$ cat config.mk
export PLATFORM = sky130hd
export DESIGN_NAME = char_ram_16x16_ctl
export DESIGN_NICKNAME = d
export VERILOG_FILES = /design/src/rtl/char_ram_16x16_ctl.sv
export SDC_FILE = /design/constraint.sdc
export NUM_CORES = 2
export LEC_CHECK = 0
export BUFFER_PORTS_ARGS = -buffer_cell sky130_fd_sc_hd__buf_2
export CORE_UTILIZATION = 60
export CTS_BUF_LIST = sky130_fd_sc_hd__clkbuf_4
export DETAILED_ROUTE_END_ITERATION = 16
export PLACE_DENSITY = 0.75
export SYNTH_ARGS = -nofsm -noshare
export SYNTH_HDL_FRONTEND = slang
export SYNTH_SLANG_ARGS = --single-unit
export TNS_END_PERCENT = 10
$ cat constraint.sdc
create_clock -name pclk -period 16 [get_ports pclk]
set_input_delay 2.4 -clock pclk [delete_from_list [all_inputs] [get_ports pclk]]
set_output_delay 2.4 -clock pclk [all_outputs]
set_load 0.01 [all_outputs]
$ cat src/rtl/char_ram_16x16_ctl.sv
// -----------------------------------------------------------------------------
// char_ram_16x16_ctl
//
// Writable 16x16 character buffer. This block takes the place of the fixed
// character ROM in front of font_rom. A byte stream arrives over a valid/ready
// handshake and is interpreted like a simple terminal: printable characters,
// CR/LF, backspace, tab and form-feed. The block stores 7-bit character codes
// in a 256-entry RAM addressed {row, col}. The pixel pipeline reads the RAM
// through char_xy, and char_code comes back one cycle later.
//
// Ports
//   pclk        in   1  pixel clock; all logic on the rising edge
//   rst         in   1  synchronous active-high reset
//   data_in     in   8  incoming byte
//   data_valid  in   1  data_in is valid
//   data_ready  out  1  a byte can be accepted this cycle
//   char_xy     in   8  read address {row, col}
//   char_code   out  7  registered character code at char_xy
//   cursor_xy   out  8  current write position {row, col}
//   busy        out  1  clear sequence in progress
// -----------------------------------------------------------------------------
module char_ram_16x16_ctl #(
    parameter logic [6:0] CLR_CHAR = 7'h20,
    parameter int         TAB_W    = 4
) (
    input  logic       pclk,
    input  logic       rst,
    input  logic [7:0] data_in,
    input  logic       data_valid,
    output logic       data_ready,
    input  logic [7:0] char_xy,
    output logic [6:0] char_code,
    output logic [7:0] cursor_xy,
    output logic       busy
);

    typedef enum logic {
        ST_CLEAR = 1'b0,
        ST_IDLE  = 1'b1
    } state_t;

    // Clearing the low bits of the column snaps it to the current tab stop.
    localparam logic [3:0] TAB_MASK = 4'(TAB_W - 1);
    localparam logic [4:0] TAB_STEP = 5'(TAB_W);

    state_t     state_q, state_d;
    logic [7:0] clr_cnt_q, clr_cnt_d;
    logic [7:0] cursor_q, cursor_d;
    logic [6:0] char_code_q;

    logic [6:0] mem [0:255];

    logic       wr_en;
    logic [7:0] wr_addr;
    logic [6:0] wr_data;

    logic       accept;
    logic [3:0] row;
    logic [3:0] col;
    logic [3:0] row_inc;
    logic [4:0] tab_col;
    logic       printable;

    assign row       = cursor_q[7:4];
    assign col       = cursor_q[3:0];
    assign row_inc   = row + 4'd1;
    assign tab_col   = {1'b0, col & ~TAB_MASK} + TAB_STEP;
    assign printable = (data_in[6:0] >= 7'h20) && (data_in[6:0] <= 7'h7E);
    assign accept    = data_valid && data_ready;

    // ---------------------------------------------------------------- state register
    always_ff @(posedge pclk) begin
        if (rst) begin
            state_q   <= ST_CLEAR;
            clr_cnt_q <= 8'd0;
            cursor_q  <= 8'd0;
        end else begin
            state_q   <= state_d;
            clr_cnt_q <= clr_cnt_d;
            cursor_q  <= cursor_d;
        end
    end

    // ---------------------------------------------------------------- next state
    // Also produces the single RAM write for this cycle: either the clear sweep
    // or the effect of the byte being accepted.
    always_comb begin
        state_d   = state_q;
        clr_cnt_d = clr_cnt_q;
        cursor_d  = cursor_q;
        wr_en     = 1'b0;
        wr_addr   = cursor_q;
        wr_data   = data_in[6:0];

        case (state_q)
            ST_CLEAR: begin
                wr_en     = 1'b1;
                wr_addr   = clr_cnt_q;
                wr_data   = CLR_CHAR;
                clr_cnt_d = clr_cnt_q + 8'd1;
                if (clr_cnt_q == 8'hFF) begin
                    state_d = ST_IDLE;
                end
            end

            ST_IDLE: begin
                // Bytes with bit 7 set are consumed without any effect.
                if (accept && !data_in[7]) begin
                    if (printable) begin
                        wr_en    = 1'b1;
                        // {row,col}+1 wraps col into row and row 15 into 0.
                        cursor_d = cursor_q + 8'd1;
                    end else begin
                        case (data_in[6:0])
                            7'h0A, 7'h0D: begin
                                cursor_d = {row_inc, 4'd0};
                            end
                            7'h09: begin
                                if (tab_col >= 5'd16) begin
                                    cursor_d = {row_inc, 4'd0};
                                end else begin
                                    cursor_d = {row, tab_col[3:0]};
                                end
                            end
                            7'h08: begin
                                if (cursor_q != 8'd0) begin
                                    cursor_d = cursor_q - 8'd1;
                                    wr_en    = 1'b1;
                                    wr_addr  = cursor_q - 8'd1;
                                    wr_data  = CLR_CHAR;
                                end
                            end
                            7'h0C: begin
                                cursor_d  = 8'd0;
                                clr_cnt_d = 8'd0;
                                state_d   = ST_CLEAR;
                            end
                            default: begin
                            end
                        endcase
                    end
                end
            end

            default: begin
                state_d = ST_CLEAR;
            end
        endcase
    end

    // ---------------------------------------------------------------- outputs
    // Reset forces the not-ready/busy view immediately, whatever state holds.
    always_comb begin
        data_ready = (state_q == ST_IDLE) && !rst;
        busy       = !data_ready;
    end

    // ---------------------------------------------------------------- RAM
    always_ff @(posedge pclk) begin
        if (wr_en && !rst) begin
            mem[wr_addr] <= wr_data;
        end
    end

    // Registered read. A read of the address being written in the same cycle
    // returns the old contents.
    always_ff @(posedge pclk) begin
        if (rst) begin
            char_code_q <= 7'd0;
        end else begin
            char_code_q <= mem[char_xy];
        end
    end

    assign char_code = char_code_q;
    assign cursor_xy = cursor_q;

endmodule
==> out/summary.txt <==
Status: finished, final reports clean
First-pass GRT wire length: 276000 um
Place WS: 8.91 ns
Async SR Flop Fraction: 0%
Pwr Density: 116 mW/mm2
CTS Hold Bufs: 0
Area leader, netlist: edfxtp_1
Root Buffer: clkbuf_4
Fin nets: 4170
Flops & latches, synth: 1816
Worst vdd ir: 94.6 uV
CTS tree: done
All-Layer GR Usage: 32.1%
Synthesized cell area: 0.0717 mm2
Seq/Total Area, Yosys: 75.7%
Post-synth EDFFs: 1792
Min Tclk post-route: 6.04 ns
Max-slew violation count: 0
Ys Warns: 0
FP Rows: 126
Vias in the first global route: 40200
Share of the synthesized area in the top cell type: 75.1%
Worst-margin pin slew: 1.36 ns
Hold Path Class: flop to flop
Largest net degree at the start of global routing: 190
Post-Route Skew: 0.110 ns
Final hold viol count: 0
Main synth FF type: edfxtp_1
Die ar.: 0.121 mm2
Vias/cell: 6.84
Clock latency on the worst-skew pair: 1.32 ns
I/O Pins: 36
Detailed placement HPWL: 117000 um
Cell variety after synth: 71
Drt drc: 0
Detailed Route WL: 192000 um
DR pass1 iterations: 7
Rel. slew slack: 8.84%
Mapped Cells: 3826
1st-iter DRT viols: 6141
Die height: 348 um
CP startpoint kind: primary input
Placed cell count: 5234
RSZ-0062 raised after global routing: false
Synth area leaders: edfxtp_1 75%, mux4_2 10%, mux2i_1 3.8%
Worst EP arrival: 6.93 ns
Routed wire per std cell: 32.2 um
Largest fanout on the critical path: 13
Fin cells: 5983
Starting Density: 60.6%
Number of CTS-inserted buffers: 441
Clk buf depth: 4
Layout area overhead: 9.97%
Clock transition at the registers of the reported paths: 0.06 ns
DIE WIDTH: 348 um
LEAKAGE: 0.0267 uW
Final TNS setup: 0 ns
CTS resizes: 0
Most common cell after layout, fill and taps aside: edfxtp_1
Ratio of cells with drive above 1 in the final layout: 24.9%
Total power draw: 9180 uW
Avg Cell Area, Syn: 18.7 um2
H-tree depth: 5
WHS: 0.517 ns
# port buffers: 35
RePlAce Congestion: 0.940
Antenna violations before repair: 14
Final WS setup: 9.96 ns
Via count: 40900
Core region area: 0.118 mm2
Antenna-violating nets left: 0
CP required: 16.89 ns
Clk sinks: 1816
Crit Path Class: primary input to flop
Tcrit/Tclk final: 37.7%
Gr ovfl total: 0
Max Cap Viol: 0
Most frequent cells in the layout: 1792 x edfxtp_1, 603 x clkbuf_4, 327 x nor2_1
Crit end category: flop
Setup bufs post-CTS: 0
Final setup viols: 0
Syn nets: 3854
Max frequency: 166 MHz
## critical path, cell delays in order
cell and delay [ns]:
buf_2 0.14, or4b_1 0.70, or4_1 0.56, a2111oi_0 0.52, o22ai_1 0.32, nor2b_1 0.53
nand3_2 0.89, nor2_1 0.87
## final cells by class
type | instances | area (um2)
multi-input cells | 1766 | 16500
well taps | 1536 | 1920
diodes | 10 | 25.0
clock inverters | 135 | 739
flip-flops and latches | 1816 | 54300
repair buffers | 102 | 761
fillers | 7658 | 39400
clock buffers | 603 | 4530
inverters | 15 | 57.6
## worst paths after layout
check	slack (ns)	start	to	cells after the start
max reg2reg	10.98	cursor_xy[5]	mem[36][0]	9
min	0.52	clr_cnt_q[7]	state_q	2
max	9.96	data_in[5]	mem[36][0]	8
min reg2reg	0.52	clr_cnt_q[7]	state_q	2
## cell usage after synthesis (all sizes together), types with 4 or more instances
cell	count
nand2b	7
o221ai	70
mux4	324
or2	8
o22ai	68
nor3	72
buf	99
nand2	151
inv	15
clkbuf	130
a22o	4
o41ai	4
nor3b	6
a22oi	51
nor4	21
edfxtp	1792
o32ai	4
a211oi	24
a2111oi	5
a31oi	18
a21oi	81
a311oi	4
o21ai	60
or3	13
nor2b	9
nand4	14
ha	9
mux2i	270
and3	12
o31ai	7
nor2	329
a221oi	4
and2	8
nand3	56
dfxtp	24
o21a	7
## power by group
group | leakage (uW) | switching, uW | internal, uW
logic | 0.00592 | 238 | 132
registers | 0.0177 | 7.74 | 5150
clock network | 0.00313 | 1790 | 1860
total | 0.0267 | 2040 | 7140
## per-layer routing
metal	global-route usage, %	routed length, um
met5	0	199
met4	13.7	8050
met3	9.80	26600
met2	47.2	87100
met1	45.2	70300
## cells by family after synthesis
| family | share of synthesized area (%) |
|---|---|
| AOI/OAI and AO/OA | 4.15 |
| xor gates and xnor gates | 0.0244 |
| adders and majority gates | 0.157 |
| buffers and inverters | 1.40 |
| DFF | 75.7 |
| muxes | 14.0 |
| and+or+nand+nor | 4.56 |
## flip-flops by register name (all words and copies together), names as in the netlist
signal     cells
mem         1792
clr_cnt_q      8
cursor_xy      8
state_q        1
char_code      7
## stage by stage
stage / instance area (um2) / utilization (%)
after floorplan: 71700 / -
after global placement: 73500 / 62.2
after detailed placement: 73500 / 62.2
after CTS: 78800 / 66.6
after global routing: 78800 / 66.7
final: 78800 / 66.7
Power figures use the tool's default switching activity.
